File: src/rtl/alu_result_stage.sv
// fifo: generic valid/ready FIFO, power-of-two DEPTH, registered occupancy.
// Latency: a push is visible at pop_vld/pop_dat in the following cycle.
// Backpressure: push_rdy depends only on stored occupancy, so it never sees pop_rdy.
module fifo #(
  parameter int WIDTH = 8,
  parameter int DEPTH = 2
) (
  input  logic             clk,
  input  logic             n_rst,
  input  logic             push_vld,
  input  logic [WIDTH-1:0] push_dat,
  output logic             push_rdy,
  output logic             pop_vld,
  output logic [WIDTH-1:0] pop_dat,
  input  logic             pop_rdy
);
  localparam int AW = (DEPTH > 1) ? $clog2(DEPTH) : 1;

  logic [WIDTH-1:0] mem [DEPTH];
  logic [AW-1:0]    wr_ptr;
  logic [AW-1:0]    rd_ptr;
  logic [AW:0]      count;
  logic             push;
  logic             pop;

  assign push_rdy = (count < (AW+1)'(DEPTH));
  assign pop_vld  = (count != '0);
  assign pop_dat  = mem[rd_ptr];
  assign push     = push_vld && push_rdy;
  assign pop      = pop_vld && pop_rdy;

  always_ff @(posedge clk or negedge n_rst) begin
    if (!n_rst) begin
      wr_ptr <= '0;
      rd_ptr <= '0;
      count  <= '0;
    end else begin
      if (push) wr_ptr <= wr_ptr + AW'(1);
      if (pop)  rd_ptr <= rd_ptr + AW'(1);
      case ({push, pop})
        2'b10:   count <= count + (AW+1)'(1);
        2'b01:   count <= count - (AW+1)'(1);
        default: count <= count;
      endcase
    end
  end

  // Storage is left unreset; consumers only look at it while pop_vld is high.
  always_ff @(posedge clk) begin
    if (push) mem[wr_ptr] <= push_dat;
  end
endmodule

// alu_result_stage: registers ALU results with N/Z/V flags into a 2-deep FIFO, counts overflows.
// Latency: one cycle from accepted push to out_valid; no input-to-output bypass.
// Backpressure: in_ready = occupancy < 2 from registered state only.
module alu_result_stage #(
  parameter int DATA_W = 32,
  parameter int DEST_W = 5,
  parameter int CNT_W  = 8
) (
  input  logic              clk,
  input  logic              n_rst,
  input  logic              in_valid,
  output logic              in_ready,
  input  logic [DATA_W-1:0] in_result,
  input  logic [DATA_W-1:0] in_port_a,
  input  logic [DATA_W-1:0] in_port_b,
  input  logic [3:0]        in_opcode,
  input  logic [DEST_W-1:0] in_dest,
  output logic              out_valid,
  input  logic              out_ready,
  output logic [DATA_W-1:0] out_result,
  output logic [DEST_W-1:0] out_dest,
  output logic              out_negative,
  output logic              out_zero,
  output logic              out_overflow,
  input  logic              ovf_clr,
  output logic [CNT_W-1:0]  ovf_count
);
  typedef struct packed {
    logic [DATA_W-1:0] result;
    logic [DEST_W-1:0] dest;
    logic              negative;
    logic              zero;
    logic              overflow;
  } entry_t;

  localparam int ENTRY_W = $bits(entry_t);

  entry_t in_ent;
  entry_t head;
  logic   in_ovf;
  logic   push;
  logic   a_msb;
  logic   b_msb;
  logic   r_msb;

  assign a_msb = in_port_a[DATA_W-1];
  assign b_msb = in_port_b[DATA_W-1];
  assign r_msb = in_result[DATA_W-1];

  // Only add (8) and sub (9) can overflow; every other opcode reports V=0.
  always_comb begin
    in_ovf = 1'b0;
    case (in_opcode)
      4'd8:    in_ovf = (a_msb == b_msb) && (r_msb != a_msb);
      4'd9:    in_ovf = (a_msb != b_msb) && (r_msb != a_msb);
      default: in_ovf = 1'b0;
    endcase
  end

  assign in_ent.result   = in_result;
  assign in_ent.dest     = in_dest;
  assign in_ent.negative = r_msb;
  assign in_ent.zero     = (in_result == '0);
  assign in_ent.overflow = in_ovf;

  fifo #(
    .WIDTH (ENTRY_W),
    .DEPTH (2)
  ) u_fifo (
    .clk      (clk),
    .n_rst    (n_rst),
    .push_vld (in_valid),
    .push_dat (in_ent),
    .push_rdy (in_ready),
    .pop_vld  (out_valid),
    .pop_dat  (head),
    .pop_rdy  (out_ready)
  );

  assign push = in_valid && in_ready;

  assign out_result   = out_valid ? head.result   : '0;
  assign out_dest     = out_valid ? head.dest     : '0;
  assign out_negative = out_valid && head.negative;
  assign out_zero     = out_valid && head.zero;
  assign out_overflow = out_valid && head.overflow;

  // Clear has priority over a same-cycle overflow push.
  always_ff @(posedge clk or negedge n_rst) begin
    if (!n_rst) begin
      ovf_count <= '0;
    end else if (ovf_clr) begin
      ovf_count <= '0;
    end else if (push && in_ovf && (ovf_count != {CNT_W{1'b1}})) begin
      ovf_count <= ovf_count + CNT_W'(1);
    end
  end
endmodule

File: config.mk
export PLATFORM = sky130hd
export DESIGN_NAME = alu_result_stage
export DESIGN_NICKNAME = d
export VERILOG_FILES = /design/src/rtl/alu_result_stage.sv
export SDC_FILE = /design/constraint.sdc
export NUM_CORES = 1
export LEC_CHECK = 0
export CORE_MARGIN = 2
export CORE_UTILIZATION = 42
export DETAILED_ROUTE_END_ITERATION = 7
export PLACE_DENSITY_LB_ADDON = 0.15
export REMOVE_ABC_BUFFERS = 1
export SYNTH_ARGS = -nofsm -noshare
export SYNTH_HDL_FRONTEND = slang
export SYNTH_SLANG_ARGS = --single-unit
export TNS_END_PERCENT = 100
File: constraint.sdc
create_clock -name clk -period 3.2 [get_ports clk]
set_clock_uncertainty 0.05 [all_clocks]
set_input_delay 0.96 -clock clk [delete_from_list [all_inputs] [get_ports clk]]
set_output_delay 0.96 -clock clk [all_outputs]
set_load 0.005 [all_outputs]
==> results_dict.tcl, run 1 <==
set metrics [dict create \
    status "complete, no violations" \
    start_util_pct 42.78 \
    antenna_found_initial 0 \
    die-area_um2 9564 \
    hold_buffers 0 \
    rows 34 \
    final_cells 463 \
    synthSimpleGateAreaFrac_pct 10.29 \
    rr_worst_depth 6 \
    cts_tree "built" \
    core-area_um2 8636 \
    cp.required_ns 2.19 \
    tns_ns 0 \
    drt-pass1-iter-count 4 \
    total_power_w 0.004064 \
    path_class "reg -> out" \
    fin_crit_sh_pct 92.49 \
    synth-compound-area-share_pct 2.133 \
    whs_path_depth 1 \
    drc 0 \
    whs_ns 0.4975 \
    cts_sinks 90 \
    power_density_nw_per_um2 797.3 \
    area_growth_pct 37.96 \
    rsz0062_at_grt "false" \
    fin_nets 462 \
    die_height_um 97.80 \
    drive_gt1_share_pct 7.042 \
    grt_usage_pct 16.33 \
    slew_headroom_pct 60.69 \
    vias_per_cell 5.045 \
    worst_setup_path_end_kind "primary output" \
    yosys_warnings 0 \
    ys_seq_elements 90 \
    path_max_fanout 19 \
    r2r_end "ovf_count[5]" \
    die_w_um 97.80 \
    dp.cells 447 \
    r2r_start "ovf_count[0]" \
    synthXorXnorAreaFrac_pct 2.032 \
    worstPathArrival_ns 1.95 \
    min_from "u_fifo.wr_ptr" \
    synth.cell_area_um2 3695 \
    synth_top_family_by_area "multiplexers" \
    cts_buffer_depth 2 \
    min_to "u_fifo.wr_ptr" \
    maxCapViolCount 0 \
    wl_per_cell_um 16.16 \
    r2r_slack_ns 1.36 \
    cts_inserted_buffers 9 \
    cts_resized 0 \
    io_buffers 97 \
    ir_drop_v 0.0004559 \
    place_congestion 0.7123 \
    p_leak_nw 1.865 \
    syn_area_per_cell_um2 14.84 \
    synth_top_cell_by_area "edfxtp_1" \
    path_clk_slew_ns 0.08 \
    vias 2336 \
    wl_mm 7.482 \
    grt_pass1_vias 2444 \
    synth.area.top_cells "edfxtp_1 63%, mux2i_1 11%, dfrtp_1 8.1%" \
    drt-initial-drc-count 103 \
    dp_hpwl_mm 4.836 \
    worstSkewPairLatency_ns 0.34 \
    diodes 0 \
    synth.mux.area_fraction_pct 11.14 \
    htree_levels 3 \
    postCtsSetupBuffers 0 \
    fmax_mhz 337.9 \
    setup_viol 0 \
    synthCells 249 \
    tightest_slew_ns 0.5878 \
    synth_fa_ha_area_share_pct 0.6773 \
    cts-root-buf "clkbuf_8" \
    hold_class "reg -> reg" \
    startpoint_type "flop" \
    grt_pass1_wl_mm 12.20 \
    ant_nets 0 \
    ys_seq_area_share_pct 71.52 \
    ys_types 32 \
    grt_remaining_overflow 0 \
    grt_max_degree 41 \
    min_period_ns 2.960 \
    hold_violations 0 \
    num_io_pins 160 \
    synth_top_area_share_pct 63.39 \
    drv_slew 0 \
    utilization_pct 59.03 \
]
[synth_stat cells]
cell type / count
o21ai_0: 2
clkbuf_1: 8
a21oi_1: 6
or3_1: 1
nand2_1: 2
mux2i_1: 40
inv_1: 5
o31ai_1: 4
or4_1: 4
nor2b_1: 1
nor4_1: 9
buf_1: 1
edfxtp_1: 78
buf_6: 1
nand4_2: 1
and4_1: 1
o41ai_1: 1
nand2b_1: 2
xor2_1: 3
or4b_1: 1
mux2_2: 1
ha_1: 2
xnor2_1: 3
buf_2: 2
nand4_1: 3
nand3_1: 3
xnor3_1: 1
dfrtp_1: 12
nor2_1: 47
and2_1: 2
buf_4: 1
and2b_1: 1
[cell type report]
cell class / count / area [µm²]
fill: 718 / 3538
sequential: 90 / 2644
timing repair buffer: 103 / 1079
multi-input combinational: 141 / 987.2
tap: 108 / 135.1
clock buffer: 11 / 131.4
clock inverter: 5 / 102.6
inverter: 5 / 18.77
[layout by cell type, fill, tap and decap left out, types with 2 or more instances in the layout]
| cell type | instances |
|---|---|
| a21oi_1 | 6 |
| buf_12 | 5 |
| bufinv_16 | 3 |
| clkbuf_1 | 2 |
| clkbuf_8 | 9 |
| clkdlybuf4s50_1 | 97 |
| dfrtp_1 | 11 |
| edfxtp_1 | 78 |
| ha_1 | 2 |
| inv_1 | 5 |
| mux2i_1 | 40 |
| nand2_1 | 2 |
| nand2b_1 | 2 |
| nand3_1 | 3 |
| nand4_1 | 3 |
| nor2_1 | 45 |
| nor2_4 | 2 |
| nor4_1 | 9 |
| o21ai_0 | 2 |
| o31ai_1 | 4 |
| or4_1 | 4 |
| xnor2_1 | 3 |
| xor2_1 | 3 |
[flip-flops by register name, summed over array words and instances (netlist names)]
signal	flops
u_fifo.count	2
u_fifo.wr_ptr	1
u_fifo.mem	78
u_fifo.rd_ptr	1
ovf_count	8
[critical path, cell delays in order, from the launching register on]
cell             delay [ns]
dfrtp_2                0.60
buf_12                 0.24
mux2i_1                0.09
nor2_1                 0.15
clkdlybuf4s50_1        0.52
[per-layer routing]
metal,global-route usage (%),part of all wire (%),up-vias
met2,26.42,49,60
met3,3.436,4.0,8
li1,-,-,1126
met1,21.76,46,1142
met5,0,0,-
met4,6.624,1.1,0
[power by group]
part | internal (W) | switching [W]
Combinational | 0.000893 | 0.000657
Sequential | 0.00151 | 0.000100
Clock | 0.000519 | 0.000388
[metrics by stage]
stage	area, µm²	setup slack (ns)
floorplan	3632	-0.1253
global placement	4863	0.2163
detailed placement	4863	0.1688
CTS	5097	0.2335
global route	5097	0.1350
finish	5097	0.2403
[worst max-delay path by stage]
stage / from / endpoint / slack (ns) / cells past startpoint
2_1_floorplan: in_valid / u_fifo.mem[0][0] / -0.13 / 3
3_3_place_gp: in_opcode[0] / ovf_count[7] / 0.22 / 5
3_5_place_dp: in_result[31] / ovf_count[7] / 0.17 / 5
4_1_cts: u_fifo.rd_ptr / out_negative / 0.23 / 4
5_1_grt: u_fifo.rd_ptr / out_result[30] / 0.13 / 4
6_report: u_fifo.rd_ptr / out_result[30] / 0.24 / 4
[kinds of logic after synthesis]
group,after synthesis
adder cells (fa/ha/maj),2
buffers and inverters,18
multiplexers,41
flip-flops,90
AO/OA/AOI/OAI,13
AND/OR/NAND/NOR,78
XOR/XNOR,7
Note: power is estimated with default switching activity, not from simulation.
==> inputs of run 2 (changes only) <==
- CORE_UTILIZATION: 42 -> 45
- MAX_ROUTING_LAYER: not set -> met4
- clock period: 3.2 -> 3.8 ns (I/O delays scaled with it)
==> run 2 against run 1 <==
Net effect: global-route usage rose by 0.25 points; wire length down 7.5%; die area decreased by 6.4%; via count is 0.94% lower; register-to-register slack gained 0.20 ns; power fell by 20%; sequential share of layout area up 0.84 points; largest cell class unchanged; largest power group unchanged.
==> results_dict.tcl, run 2 (same netlist as run 1, synthesis figures left out) <==
set metrics [dict create \
    status "complete, no violations" \
    grt_max_degree 30 \
    ant_nets 0 \
    rr_worst_depth 5 \
    cts_resized 0 \
    r2r_end "ovf_count[7]" \
    regMostFlops "u_fifo.mem" \
    cts_buffer_depth 2 \
    fin_crit_sh_pct 84.34 \
    grt_remaining_overflow 0 \
    worstSkewPairLatency_ns 0.34 \
    rsz0062_at_grt "false" \
    fill_cells 650 \
    postCtsSetupBuffers 0 \
    wl_mm 6.924 \
    drt-pass1-iter-count 4 \
    cts_tree "built" \
    grt_pass1_vias 2276 \
    pwr-share-comb_pct 38.5 \
    die-area_um2 8951 \
    worst_setup_path_end_kind "primary output" \
    fin_nets 462 \
    min_period_ns 3.205 \
    startpoint_type "flop" \
    vias_per_cell 5.030 \
    final_cells 460 \
    p_sw_share_pct 29.11 \
    area_growth_pct 35.76 \
    ir_drop_v 0.0004050 \
    drive_gt1_share_pct 7.606 \
    r2r_start "ovf_count[0]" \
    whs_ns 0.5000 \
    worstPathArrival_ns 2.01 \
    drt-initial-drc-count 90 \
    power_switching_w 0.0009408 \
    die_height_um 94.61 \
    path_clk_slew_ns 0.09 \
    path_max_fanout 29 \
    mostFrequentLayoutCells "97 x clkdlybuf4s50_1, 78 x edfxtp_1, 45 x nor2_1" \
    drc 0 \
    fin_area_um2 5016 \
    fmax_mhz 312.0 \
    tightest_slew_ns 1.185 \
    io_buffers 97 \
    total_power_w 0.003232 \
    grt_usage_pct 16.58 \
    diodes 0 \
    whs_path_depth 1 \
    path_class "reg -> out" \
    htree_levels 3 \
    core-area_um2 8093 \
    place_congestion 0.7592 \
    dp_hpwl_mm 4.673 \
    antenna_found_initial 0 \
    r2r_slack_ns 1.56 \
    maxCapViolCount 0 \
    cp.required_ns 2.61 \
    grt_pass1_wl_mm 10.80 \
    cts-root-buf "clkbuf_8" \
    slowest_stage "dfrtp_2" \
    vias 2314 \
    wl_per_cell_um 15.05 \
    min_to "u_fifo.wr_ptr" \
    hold_violations 0 \
    cts_inserted_buffers 9 \
    dp.cells 444 \
    dpl-instance-area_um2 4822 \
    drv_slew 0 \
    final_common_cell "clkdlybuf4s50_1" \
    p_leak_nw 1.829 \
    min_from "u_fifo.wr_ptr" \
    power_density_nw_per_um2 644.2 \
    rows 33 \
    seqPwrFrac_pct 42.0 \
    start_util_pct 45.66 \
    die_w_um 94.61 \
    cts_sinks 90 \
    hold_class "reg -> reg" \
    slew_headroom_pct 20.15 \
    internal_power_w 0.002291 \
    setup_viol 0 \
    num_io_pins 160 \
    reg_top3 "u_fifo.mem x78, ovf_count x8, u_fifo.count x2" \
    p_clk_share_pct 19.5 \
    largest_reg_flops 78 \
    tns_ns 0 \
    hold_buffers 0 \
    crit_chain "buf_12 -> mux2i_1 -> nor2_1 -> clkdlybuf4s50_1" \
    slowest_delay_ns 0.62 \
]
## run 2: changes by cell type in the layout (fill, tap and decap cells not counted), sizes merged
| cell | delta |
|---|---|
| clkinvlp | +3 |
| clkinv | -1 |
| bufinv | -2 |
| clkbuf | -1 |
| inv | +1 |
## run 2: area by class of cell
class / instances / area [µm²] / share of cell area [%]
sequential: 90 / 2644 / 52.71
timing repair buffer: 103 / 1041 / 20.75
multi-input combinational: 141 / 987.2 / 19.68
tap: 105 / 131.4 / 2.619
clock buffer: 10 / 127.6 / 2.544
clock inverter: 6 / 66.31 / 1.322
inverter: 5 / 18.77 / 0.3742
## run 2: routing by layer
| metal | vias to the layer above | GRT usage, % | routed length (µm) |
|---|---|---|---|
| li1 | 1129 | - | - |
| met1 | 1122 | 21.66 | 3088 |
| met2 | 58 | 25.18 | 3372 |
| met3 | 5 | 4.469 | 390 |
| met4 | 0 | 5.797 | 73 |
| met5 | - | - | 0 |
## run 2: power by group through the flow
stage	logic, W	registers (W)	clock network (W)
after CTS	0.00127	0.00136	0.000651
after detailed placement	0.00127	0.00138	0
after floorplan	0.000512	0.00141	0
final	0.00124	0.00136	0.000631
after global placement	0.00126	0.00137	0
after global routing	0.00136	0.00138	0.000687
## run 2: worst max-delay path by stage
| stage | startpoint | end | slack (ns) | cells after the start |
|---|---|---|---|---|
| 2_1_floorplan | in_valid | u_fifo.mem[0][0] | 0.29 | 3 |
| 3_3_place_gp | in_opcode[0] | ovf_count[7] | 0.64 | 5 |
| 3_5_place_dp | in_valid | ovf_count[7] | 0.61 | 5 |
| 4_1_cts | u_fifo.rd_ptr | out_result[1] | 0.53 | 4 |
| 5_1_grt | u_fifo.rd_ptr | out_result[1] | 0.47 | 4 |
| 6_report | u_fifo.rd_ptr | out_result[1] | 0.60 | 4 |
## run 2: worst max-delay path, delay by kind of cell, from the launching register on
family,cells,cell delay [ns]
simple gates,1,0.13
mux,1,0.12
buf+inv,2,0.80
flops,1,0.62
## run 2: metrics by stage
stage / setup WS [ns] / utilization [%]
after floorplan: 0.2947 / -
after global placement: 0.6432 / 59.59
after detailed placement: 0.6108 / 59.59
after CTS: 0.5323 / 61.98
after global routing: 0.4670 / 61.98
final: 0.5952 / 61.98
